<file path="src/rtl/tomasulo_pkg.sv">
// Shared CDB types: slot-reservation vector, result tag/word and the broadcast record.
package tomasulo_pkg;

   localparam int TAG_W     = 6;
   localparam int W_W       = 32;
   localparam int DEF_SCH_N = 8;
   localparam int LAT_W     = 4;

   typedef logic [DEF_SCH_N-1:0] sch_t;
   typedef logic [TAG_W-1:0]     tag_t;
   typedef logic [W_W-1:0]       word_t;

   typedef struct packed {
      logic  vld;
      tag_t  tag;
      word_t wdata;
   } cdb_t;

endpackage

</file>
<file path="src/rtl/tomasulo_rr_arb.sv">
// Combinational round-robin picker: first asserted req at or after ptr, wrapping.
module tomasulo_rr_arb #(
   parameter  int N  = 3,
   localparam int PW = (N > 1) ? $clog2(N) : 1
) (
   input  logic [N-1:0]  req,
   input  logic [PW-1:0] ptr,
   output logic [N-1:0]  gnt
);

   int   idx;
   logic found;

   // NOTE: every output of a combinational block gets a default first so no latch is inferred.
   always_comb begin
      gnt   = '0;
      found = 1'b0;
      idx   = 0;
      for (int k = 0; k < N; k++) begin
         idx = (int'(ptr) + k) % N;
         if (!found && req[idx]) begin
            gnt[idx] = 1'b1;
            found    = 1'b1;
         end
      end
   end

endmodule

</file>
<file path="src/rtl/tomasulo_cdb_arb.sv">
// CDB owner: round-robin grant, slot-reservation shift vector, registered result broadcast.
// Define TOMASULO_CDB_CHECK_EN to build the sticky protocol checker behind cdb_err_r.
module tomasulo_cdb_arb
   import tomasulo_pkg::*;
#(
   parameter int                    RS_N  = 3,
   parameter int                    SCH_N = DEF_SCH_N,
   parameter logic [RS_N*LAT_W-1:0] LAT   = {4'd5, 4'd3, 4'd2}
) (
   input  logic                  clk,
   input  logic                  rst,
   input  logic [RS_N-1:0]       cdb_req,
   output logic [RS_N-1:0]       cdb_gnt,
   output logic [SCH_N-1:0]      sch_r,
   input  logic [RS_N-1:0]       exe_vld,
   input  logic [RS_N*TAG_W-1:0] exe_tag,
   input  logic [RS_N*W_W-1:0]   exe_wdata,
   output cdb_t                  cdb_r,
   output logic                  cdb_err_r
);

   localparam int PTR_W = (RS_N > 1) ? $clog2(RS_N) : 1;

   logic [PTR_W-1:0] rr_r, rr_nxt;
   logic [RS_N-1:0]  elig, gnt_raw;
   logic [SCH_N-1:0] add_v [RS_N];
   logic [SCH_N-1:0] sch_add, sch_w;
   logic             cap_vld;
   tag_t             cap_tag;
   word_t            cap_wdata;

   // A grant to i lands its result L_i cycles out, i.e. at index L_i-1 of next cycle's vector.
   for (genvar g = 0; g < RS_N; g++) begin : g_rs
      localparam int L = int'(LAT[g*LAT_W +: LAT_W]);
      assign elig[g]  = cdb_req[g] & ~sch_r[L];
      assign add_v[g] = cdb_gnt[g] ? (SCH_N'(1) << (L - 1)) : '0;
   end

   tomasulo_rr_arb #(.N(RS_N)) u_rr_arb (
      .req (elig),
      .ptr (rr_r),
      .gnt (gnt_raw)
   );

   assign cdb_gnt = rst ? '0 : gnt_raw;

   always_comb begin
      sch_add = '0;
      rr_nxt  = rr_r;
      for (int i = 0; i < RS_N; i++) begin
         sch_add = sch_add | add_v[i];
         if (cdb_gnt[i]) rr_nxt = (i == RS_N - 1) ? '0 : PTR_W'(i + 1);
      end
      sch_w = (sch_r >> 1) | sch_add;
   end

   // Lowest-index result wins; tag/wdata hold their last broadcast otherwise.
   always_comb begin
      cap_vld   = |exe_vld;
      cap_tag   = cdb_r.tag;
      cap_wdata = cdb_r.wdata;
      for (int i = RS_N - 1; i >= 0; i--) begin
         if (exe_vld[i]) begin
            cap_tag   = exe_tag[i*TAG_W +: TAG_W];
            cap_wdata = exe_wdata[i*W_W +: W_W];
         end
      end
   end

   // NOTE: state is updated with non-blocking assignments so every flop samples pre-edge values.
   always_ff @(posedge clk) begin
      if (rst) begin
         sch_r <= '0;
         rr_r  <= '0;
         cdb_r <= '0;
      end else begin
         sch_r       <= sch_w;
         rr_r        <= rr_nxt;
         cdb_r.vld   <= cap_vld;
         cdb_r.tag   <= cap_tag;
         cdb_r.wdata <= cap_wdata;
      end
   end

`ifdef TOMASULO_CDB_CHECK_EN
   logic multi_vld, slot_mismatch, bad_gnt;

   assign multi_vld     = (exe_vld & (exe_vld - RS_N'(1))) != '0;
   assign slot_mismatch = (|exe_vld) != sch_r[0];
   assign bad_gnt       = |(cdb_gnt & ~elig);

   always_ff @(posedge clk) begin
      if (rst)                                       cdb_err_r <= 1'b0;
      else if (multi_vld || slot_mismatch || bad_gnt) cdb_err_r <= 1'b1;
   end

   always @(posedge clk) begin
      if (!rst) begin
         assert (!multi_vld)     else $error("cdb: more than one exe_vld in a cycle");
         assert (!slot_mismatch) else $error("cdb: exe_vld disagrees with sch_r[0]");
         assert (!bad_gnt)       else $error("cdb: grant to an ineligible requester");
      end
   end
`else
   assign cdb_err_r = 1'b0;
`endif

endmodule

</file>
<file path="config.mk">
export PLATFORM = sky130hd
export DESIGN_NAME = tomasulo_cdb_arb
export DESIGN_NICKNAME = d
export VERILOG_FILES = /design/src/rtl/tomasulo_pkg.sv /design/src/rtl/tomasulo_rr_arb.sv /design/src/rtl/tomasulo_cdb_arb.sv
export SDC_FILE = /design/constraint.sdc
export NUM_CORES = 1
export LEC_CHECK = 0
export ABC_AREA = 1
export CELL_PAD_IN_SITES_DETAIL_PLACEMENT = 1
export CELL_PAD_IN_SITES_GLOBAL_PLACEMENT = 1
export CORE_UTILIZATION = 45
export CTS_CLUSTER_SIZE = 40
export DETAILED_ROUTE_END_ITERATION = 12
export DONT_BUFFER_PORTS = 1
export PLACE_DENSITY_LB_ADDON = 0.1
export SLEW_MARGIN = 20
export SYNTH_ARGS = -nofsm -noshare
export SYNTH_HDL_FRONTEND = slang
export SYNTH_HIERARCHICAL = 1
export SYNTH_SLANG_ARGS = --single-unit
</file>
<file path="constraint.sdc">
create_clock -name clk -period 3.81 [get_ports clk]
set_clock_uncertainty 0.15 [all_clocks]
set_input_delay 1.143 -clock clk [delete_from_list [all_inputs] [get_ports clk]]
set_output_delay 1.143 -clock clk [all_outputs]
set_load 0.005 [all_outputs]
</file>
==> summary.md, run 1 <==
| Metric | Value |
|---|---|
| Async SR Flop Fraction | 0 |
| CTS tree | built |
| Leading register cell type out of synthesis | dfxtp_1 |
| Post-Syn Area | 3350 µm² |
| H-tree levels | 2 |
| Crit path DAT | 2.18 ns |
| Crit path depth | 10 |
| Leak | 1.75 nW |
| Fin crit share | 0.911 |
| Antenna violations before repair | 0 |
| Clock root cell | clkbuf_8 |
| Power share of the clock group | 0.231 |
| Global-route usage over all layers | 0.230 |
| WP data required | 2.52 ns |
| Reg-to-Reg End | rr_r[0]$_SDFFE_PP0P_ |
| Max_cap viols | 0 |
| DRC violations left | 0 |
| Setup TNS | 0 ns |
| Port-buffer cells | 0 |
| Post-layout min period | 3.47 ns |
| DP HPWL | 6.44 mm |
| Setup slack after layout | 0.341 ns |
| Net Sw Power | 0.000433 W |
| Cells on Worst Hold Path | 2 |
| Count of final setup violators | 0 |
| 1st-pass router iterations | 4 |
| Power, Total | 0.00123 W |
| Highest Clock Rate | 288 MHz |
| Cell taking the most area after synthesis | dfxtp_1 |
| Post-DR vias/cell | 5.17 |
| Largest net degree at the start of global routing | 77 |
| Setup CP Type | in -> out |
| EDFF count, synth | 0 |
| Global-route wire length before repair | 14.1 mm |
| Final Max Tran Viols | 0 |
| Io pins | 173 |
| Buf/Inv on CP | 3 |
| Row count | 31 |
| Power per cell area | 370 nW/µm² |
| Int Pwr | 0.000799 W |
| Initial Utilization | 0.464 |
| Gate power share | 0.297 |
| Register area share after synthesis | 0.275 |
| CP max-delay cell | nor2_1 |
| Total grt overflow | 0 |
| Final wirelength | 9.23 mm |
| Die H | 88.2 µm |
| Crit path cell chain | inv_1 -> nor2_1 -> nand2_1 -> nand3_1 -> nand2_1 -> inv_1 -> nand3_1 -> nand3b_1 -> inv_1 -> nor2_1 |
| Netlist cell types | 23 |
| Core ar. | 7210 µm² |
| Worst-Skew Late Latency | 0.29 ns |
| Area Growth Syn to Fin | -0.411% |
| Mapped Cells | 541 |
| R2r startpoint | rr_r[0]$_SDFFE_PP0P_ |
| Peak VDD IR | 0.241 mV |
| Max_slew headroom | 0.498 |
| Antenna cells | 0 |
| Max incr delay on CP | 0.20 ns |
| Post_cts resized | 0 |
| GPL Wtd Cong | 0.773 |
| Hold buffer count at CTS | 0 |
| Final hold viol count | 0 |
| Most frequent cell after synthesis | nand2_1 |
| Postcts setup bufs | 0 |
| Nets@finish | 637 |
| Crit path max-delay family | simple AND/OR/NAND/NOR gates |
| Average size of a mapped cell | 6.18 µm² |
| Worst setup SP type | primary input |
| Yosys top cell area share | 0.275 |
| Detailed-route via count | 3152 |
| Most used cell, CP | inv_1 |
| Hold EP | sch_r[0]$_SDFF_PP0_ |
| Clk buf depth | 2 |
| Top cells by count, synth | nand2_1 (167), inv_1 (93), dfxtp_1 (46), nand3_1 (46) |
| Vias in the first global route | 3024 |
| Critical path peak fanout | 4 |
| Slew @ Worst Pin | 0.753 ns |
| Critical hold path startpoint | sch_r[1]$_SDFF_PP0_ |
| Full die area | 7780 µm² |
| Run status | completed |
| Endpoint class of the critical path | output port |
| Share of post-route cells with drive strength above 1 | 0.0313 |
| Synth Register Bits | 46 |
| Clock transition at path regs | 0.08 ns |
| Post-route ant nets | 0 |
| Synth Warn # | 6 |
| Starting DRC count in detailed routing | 130 |
| Clock sink count | 46 |
| Share of power burned in registers | 0.472 |
| Die width | 88.2 µm |
| Hold WC Path Type | reg -> reg |
| RSZ-0062 raised after global routing | no |
| R2R cell count | 10 |
| Number of fill cells | 1016 |
| Switching Fraction | 0.352 |
| Fin Hold WS | 0.309 ns |
| R2R Setup Slk | 1.70 ns |
| Top area cells in the synthesized netlist | dfxtp_1 (28%), nand2_1 (19%), inv_1 (10%) |
| Cts bufs inserted | 5 |
| Average wire per standard cell | 15.1 µm |
| Dpl ws | 0.347 ns |
[power by group through the flow]
| stage | combinational [W] | sequential, W | clock, W |
|---|---|---|---|
| floorplan | 0.000337 | 0.000575 | 0 |
| global placement | 0.000348 | 0.000593 | 0 |
| detailed placement | 0.000367 | 0.000593 | 0 |
| CTS | 0.000369 | 0.000582 | 0.000298 |
| global route | 0.000418 | 0.000589 | 0.000314 |
| finish | 0.000366 | 0.000581 | 0.000285 |
[metrics by stage]
step                area (µm²)  utilization  std cells
CTS                       3330        0.462        610
finish                    3330        0.462        610
detailed placement        3260        0.451        603
floorplan                 3360            -        544
global placement          3260        0.451        603
global route              3330        0.462        610
[layout by cell type (no fill, tap or decap)]
| cell type | n |
|---|---|
| nand2_1 | 167 |
| inv_1 | 93 |
| nand3_1 | 46 |
| dfxtp_1 | 46 |
| nand3b_1 | 39 |
| a21oi_1 | 39 |
| a21boi_0 | 24 |
| nor2_1 | 13 |
| a21boi_1 | 13 |
| clkbuf_8 | 5 |
| conb_1 | 4 |
| ha_1 | 4 |
| nand4_1 | 3 |
| buf_4 | 3 |
| clkbuf_1 | 2 |
| inv_2 | 2 |
| nand2_2 | 2 |
| nor2_4 | 1 |
| clkinv_2 | 1 |
| nor3_1 | 1 |
| nor4_1 | 1 |
| buf_12 | 1 |
| a21oi_4 | 1 |
[per-layer routing]
| layer | vias to the layer above | global-route usage | share of wire |
|---|---|---|---|
| met2 | 110 | 0.399 | 0.47 |
| met3 | 10 | 0.0830 | 0.090 |
| met4 | 0 | 0.0660 | 0.015 |
| met1 | 1438 | 0.268 | 0.42 |
| met5 | - | 0 | 0 |
| li1 | 1594 | - | - |
[sequential cells by signal, summed over array words and instances, names as in the netlist]
name and flops:
cdb_r 39, sch_r 5, rr_r 2
[worst max path at each step]
stage	from	slack (ns)	to
after floorplan	cdb_req[0]	0.47	cdb_gnt[2]
after global routing	cdb_req[0]	0.17	cdb_gnt[2]
final	cdb_req[0]	0.34	cdb_gnt[2]
after global placement	cdb_req[0]	0.43	cdb_gnt[2]
after CTS	cdb_req[1]	0.34	cdb_gnt[2]
after detailed placement	cdb_req[1]	0.35	cdb_gnt[2]
[worst min-delay path, stage by stage, from the launching register on]
cell and delay [ns]:
dfxtp_1 0.34, inv_1 0.06, nor2_1 0.03
[final cells by class]
type,instances,area [µm²],area share
Tap cell,99,124,0.0372
Timing Repair Buffer,4,42.5,0.0128
Multi-Input combinational cell,358,1810,0.542
Clock buffer,7,76.3,0.0229
Sequential cell,46,921,0.276
Inverter,96,362,0.109
[logic make-up after synthesis]
group | after synthesis | share of synthesized area
buffers and inverters | 140 | 0.190
AOI/OAI and AO/OA | 77 | 0.146
adders and majority gates | 4 | 0.0150
DFF | 46 | 0.275
other | 1 | 0.00112
and+or+nand+nor | 273 | 0.373
Note: power is estimated with default switching activity, not from simulation.
==> inputs of run 2 (changes only) <==
CORE_UTILIZATION = 42   (was 45)
CTS_CLUSTER_DIAMETER = 120   (was not set)
PLACE_DENSITY = 0.89   (was not set)
PLACE_DENSITY_LB_ADDON = not set   (was 0.1)
clock period = 3.7 ns   (was 3.81 ns; I/O delays follow)
==> run 2 against run 1 <==
Compared with the run above: routed wire length up 0.56%; hold slack worse by 0.0050 ns; clock power up 4%; sequential share of layout area down 0.25 points; worst setup slack worse by 0.11 ns; core utilization down 2.7 points; via count up 2.3%; non-clock buffer count up 2; total power up 3.9%; largest power group unchanged; cell count up 0.82%; combinational power up 5%; cell area up 0.90%; critical path type unchanged.
==> summary.md, run 2 (same netlist as run 1, synthesis figures left out) <==
| Metric | Value |
|---|---|
| Largest net degree at the start of global routing | 70 (-9.1%) |
| Critical path peak fanout | 4 (unchanged) |
| Post_cts resized | 0 (unchanged) |
| Commonest non-fill, non-tap cell in the layout | nand2_1 |
| Post-layout min period | 3.47 ns |
| Fin crit share | 0.938 |
| Endpoint class of the critical path | output port |
| Power, Total | 0.00128 W (+3.9%) |
| Multi-input gate area | 1810 µm² (unchanged) |
| Average wire per standard cell | 15.1 µm (-0.25%) |
| Max_cap viols | 0 (unchanged) |
| Cts bufs inserted | 5 (unchanged) |
| Hold buffer count at CTS | 0 (unchanged) |
| Vias in the first global route | 3339 (+10%) |
| Clk buf depth | 2 (unchanged) |
| RSZ-0062 raised after global routing | no |
| Non-Filler Instances | 615 (+0.82%) |
| Number of fill cells | 1069 (+5.2%) |
| Final wirelength | 9.29 mm (+0.56%) |
| Port-buffer cells | 0 (unchanged) |
| Top flop regs | cdb_r (39), sch_r (5), rr_r (2) |
| Setup CP Type | in -> out |
| Post-DR vias/cell | 5.24 (+1.5%) |
| Die H | 91.3 µm (+3.4%) |
| Post-route ant nets | 0 (unchanged) |
| GPL Wtd Cong | 0.841 (+8.9%) |
| DRC violations left | 0 (unchanged) |
| Row count | 32 (+3.2%) |
| Area Growth Syn to Fin | 0.486% |
| Worst setup SP type | primary input |
| Highest Clock Rate | 288 MHz |
| DP HPWL | 6.71 mm (+4.2%) |
| Largest Register | cdb_r |
| Total grt overflow | 0 (unchanged) |
| Hold WC Path Type | reg -> reg |
| Final hold viol count | 0 (unchanged) |
| Crit path DAT | 2.21 ns (+0.03 ns) |
| Crit path cell chain | inv_1 -> nor2_1 -> nand2_1 -> nand3_1 -> nand2_1 -> inv_1 -> nand3_1 -> nand3_1 -> inv_1 -> nor2_1 |
| Run status | completed |
| Starting DRC count in detailed routing | 86 (-34%) |
| Postcts setup bufs | 0 (unchanged) |
| Power per cell area | 381 nW/µm² (+2.9%) |
| Full die area | 8330 µm² (+7.0%) |
| Dpl ws | 0.268 ns (-0.0793 ns) |
| Antenna violations before repair | 0 (unchanged) |
| Core ar. | 7730 µm² (+7.1%) |
| H-tree levels | 2 (unchanged) |
| CTS tree | built |
| FF/Latch Area | 921 µm² (unchanged) |
| Setup slack after layout | 0.231 ns (-0.110 ns) |
| Leak | 1.77 nW (+0.79%) |
| Clock sink count | 46 (unchanged) |
| Antenna cells | 0 (unchanged) |
| Max reg flops | 39 (unchanged) |
| Die width | 91.3 µm (+3.4%) |
| Initial Utilization | 0.433 (-0.0308) |
| Count of final setup violators | 0 (unchanged) |
| Io pins | 173 (unchanged) |
| Setup TNS | 0 ns (unchanged) |
| Slew @ Worst Pin | 0.736 ns (-0.0170 ns) |
| Global-route usage over all layers | 0.222 (-0.00814) |
| Placed Instances | 608 (+0.83%) |
| Detailed-route via count | 3225 (+2.3%) |
| Max_slew headroom | 0.509 (+0.0108) |
| WP data required | 2.44 ns (-0.08 ns) |
| Nets@finish | 639 (+0.31%) |
| Share of post-route cells with drive strength above 1 | 0.0351 (+0.00378) |
| Global-route wire length before repair | 15.2 mm (+7.3%) |
| CP max-delay cell | nand3_1 |
| Peak VDD IR | 0.285 mV (+18%) |
| Clock root cell | clkbuf_8 |
| Worst-Skew Late Latency | 0.29 ns (about the same) |
| Max incr delay on CP | 0.18 ns (-0.02 ns) |
| Clock transition at path regs | 0.08 ns (about the same) |
| 1st-pass router iterations | 6 (+2) |
| Final Max Tran Viols | 0 (unchanged) |
| Most frequent cells in the layout | nand2_1 (167), inv_1 (93), nand3_1 (46), dfxtp_1 (46) |
run 2: per-stage QoR:
step	hold WS (ns)	utilization	cell area, µm²
2_1_floorplan	0.253	-	3360
3_3_place_gp	0.292	0.425	3290
3_5_place_dp	0.293	0.425	3290
4_1_cts	0.307	0.435	3360
5_1_grt	0.333	0.435	3360
6_report	0.304	0.435	3360
run 2: final timing paths:
check	start	to	slack, ns	depth (start not counted)
max	cdb_req[1]	cdb_gnt[1]	0.23	10
min	sch_r[1]$_SDFF_PP0_	sch_r[0]$_SDFF_PP0_	0.30	2
max reg2reg	rr_r[0]$_SDFFE_PP0P_	rr_r[0]$_SDFFE_PP0P_	1.58	10
min reg2reg	sch_r[1]$_SDFF_PP0_	sch_r[0]$_SDFF_PP0_	0.30	2
run 2: power breakdown:
group,switching [W],total (W),leakage [nW],internal [W]
clock,0.000166,0.000296,0.0383,0.000131
combinational,0.000242,0.000385,1.35,0.000143
sequential,0.0000474,0.000599,0.382,0.000552
total,0.000455,0.00128,1.77,0.000826
run 2: routing by layer:
metal	part of all wire	track usage	vias to the layer above
met5	0	0	-
met4	0.0083	0.0463	0
met3	0.067	0.0653	8
met2	0.52	0.427	112
met1	0.41	0.238	1512
li1	-	-	1593
run 2: critical path, delay by kind of cell:
| family | cells | cell delay (ns) |
|---|---|---|
| and+or+nand+nor | 7 | 0.86 |
| buffers and inverters | 3 | 0.23 |
run 2: cell type report:
class                           count  area share
Sequential cell                    46       0.274
Inverter                           96       0.107
Multi-Input combinational cell    358       0.537
Clock buffer                        7      0.0227
Timing Repair Buffer                6      0.0208
Tap cell                          102      0.0380
==> inputs of run 3 (changes only) <==
SETUP_SLACK_MARGIN = 0.2   (was not set)
==> run 3 against run 2 <==
Compared with the run above: register-to-register slack improved by 0.08 ns; global-route usage unchanged; cell area increased by 0.34%; sequential cell count unchanged; cell count unchanged; hold slack got worse by 0.0014 ns; sequential power about the same; die area unchanged; clock power about the same; critical path type unchanged.
==> summary.md, run 3 (same netlist as run 1, synthesis figures left out) <==
| Metric | Value |
|---|---|
| Detailed-route via count | 3223 (-0.062%) |
| Clk buf depth | 2 (unchanged) |
| CP max-delay cell | nand3b_1 |
| Post-route ant nets | 0 (unchanged) |
| Final Max Tran Viols | 0 (unchanged) |
| Most frequent cells in the layout | nand2_1 (167), inv_1 (93), nand3_1 (45), dfxtp_1 (45) |
| Area Growth Syn to Fin | 0.823% |
| Number of fill cells | 1071 (+0.19%) |
| DRC violations left | 0 (unchanged) |
| Average wire per standard cell | 15.1 µm (about the same) |
| Critical path peak fanout | 4 (unchanged) |
| Top flop regs | cdb_r (39), sch_r (5), rr_r (2) |
| Cts bufs inserted | 5 (unchanged) |
| Clock sink count | 46 (unchanged) |
| Global-route wire length before repair | 15.2 mm (unchanged) |
| Commonest non-fill, non-tap cell in the layout | nand2_1 |
| Clock transition at path regs | 0.08 ns (about the same) |
| RSZ-0062 raised after global routing | no |
| Share of post-route cells with drive strength above 1 | 0.0429 (+0.00780) |
| 1st-pass router iterations | 6 (unchanged) |
| Post-layout min period | 3.40 ns (-0.0645 ns) |
| Max reg flops | 39 (unchanged) |
| Worst setup SP type | primary input |
| Clock root cell | clkbuf_8 |
| Fin crit share | 0.920 (-0.0174) |
| Final wirelength | 9.29 mm (about the same) |
| Highest Clock Rate | 294 MHz (+1.9%) |
| Fin area | 3370 µm² (+0.34%) |
| Core ar. | 7730 µm² (unchanged) |
| Initial Utilization | 0.433 (unchanged) |
| Vias in the first global route | 3339 (unchanged) |
| Max_cap viols | 0 (unchanged) |
| Largest net degree at the start of global routing | 70 (unchanged) |
| CTS tree | built |
| Endpoint class of the critical path | output port |
| Row count | 32 (unchanged) |
| Count of final setup violators | 0 (unchanged) |
| Hold WC Path Type | reg -> reg |
| Run status | completed |
| Nets@finish | 639 (unchanged) |
| Final hold viol count | 0 (unchanged) |
| Slew @ Worst Pin | 0.732 ns (-0.00348 ns) |
| Total grt overflow | 0 (unchanged) |
| Crit path cell chain | inv_1 -> nor2_2 -> nand2_1 -> nand3_1 -> nand2_1 -> inv_1 -> nand3_1 -> nand3b_1 -> inv_1 -> nor2_1 |
| Io pins | 173 (unchanged) |
| Port-buffer cells | 0 (unchanged) |
| H-tree levels | 2 (unchanged) |
| Most used cell, CP | inv_1 |
| Die H | 91.3 µm (unchanged) |
| DP HPWL | 6.71 mm (unchanged) |
| Placed Instance Area | 3290 µm² (unchanged) |
| Leak | 1.77 nW (+0.34%) |
| Starting DRC count in detailed routing | 87 (+1.2%) |
| Full die area | 8330 µm² (unchanged) |
| Antenna cells | 0 (unchanged) |
| Setup CP Type | in -> out |
| Max incr delay on CP | 0.16 ns (-0.02 ns) |
| Crit path DAT | 2.14 ns (-0.07 ns) |
| WP data required | 2.44 ns (about the same) |
| Peak VDD IR | 0.281 mV (-1.5%) |
| Die width | 91.3 µm (unchanged) |
| Power per cell area | 381 nW/µm² (about the same) |
| Largest Register | cdb_r |
| Setup TNS | 0 ns (unchanged) |
| Max_slew headroom | 0.511 (+0.00232) |
| Postcts setup bufs | 0 (unchanged) |
| Worst-Skew Late Latency | 0.29 ns (about the same) |
| Post-DR vias/cell | 5.24 (about the same) |
| Crit path max-delay family | simple AND/OR/NAND/NOR gates |
| Antenna violations before repair | 0 (unchanged) |
| GPL Wtd Cong | 0.841 (unchanged) |
| Global-route usage over all layers | 0.222 (unchanged) |
| Fin util | 0.437 (+0.00146) |
| Buf/Inv on CP | 3 (unchanged) |
-- run 3: cell types whose count changed in the layout (fill, tap and decap cells not counted) --
cell,delta
nor2_1,-2
nor2_2,+2
dfxtp_2,+1
nand3_2,+1
dfxtp_1,-1
nand3_1,-1
-- run 3: final timing paths --
path	startpoint	to	slack [ns]	depth (start not counted)
hold reg to reg	sch_r[1]$_SDFF_PP0_	sch_r[0]$_SDFF_PP0_	0.30	2
hold / removal	sch_r[1]$_SDFF_PP0_	sch_r[0]$_SDFF_PP0_	0.30	2
setup reg to reg	rr_r[0]$_SDFFE_PP0P_	rr_r[1]$_SDFFE_PP0P_	1.66	12
setup / recovery	cdb_req[1]	cdb_gnt[2]	0.30	10
-- run 3: metal layers --
metal,vias up,GRT usage,wire [µm],share of wire
met5,-,0,0,0
met1,1511,0.238,3770,0.41
met2,110,0.427,4830,0.52
li1,1594,-,-,-
met4,0,0.0463,77,0.0083
met3,8,0.0653,618,0.067
-- run 3: metrics by stage --
step	power, W	std cells	worst slack, ns	hold WS (ns)
3_3_place_gp	0.000964	608	0.412	0.292
5_1_grt	0.00139	615	0.212	0.333
3_5_place_dp	0.000994	608	0.268	0.293
2_1_floorplan	0.000939	544	0.427	0.253
6_report	0.00129	615	0.296	0.302
4_1_cts	0.00130	615	0.257	0.307
-- run 3: worst reg2reg max path: cells and delay by family, from the launching register on --
family                   cells  cell delay, ns
AO/OA/AOI/OAI                1            0.13
adder cells (fa/ha/maj)      1            0.36
AND/OR/NAND/NOR              7            0.62
flip-flops                   1            0.37
buffers and inverters        3            0.33
-- run 3: timing repair --
item | in CTS | in global routing
endpoints found under the setup margin | 0 | 2
hold buffers | 0 | 0
resized for setup | 0 | 4
-- run 3: power by group --
part	internal, W	switching [W]
Clock	0.000131	0.000165
Sequential	0.000553	0.0000480
Combinational	0.000146	0.000243
Total	0.000829	0.000456
-- run 3: layout make-up --
class	count	area, µm²	area share
multi-input cells	358	1820	0.539
flip-flops and latches	46	922	0.273
inverters	96	360	0.107
well taps	102	128	0.0378
clock buffers	7	76.3	0.0226
repair buffers	6	70.1	0.0208
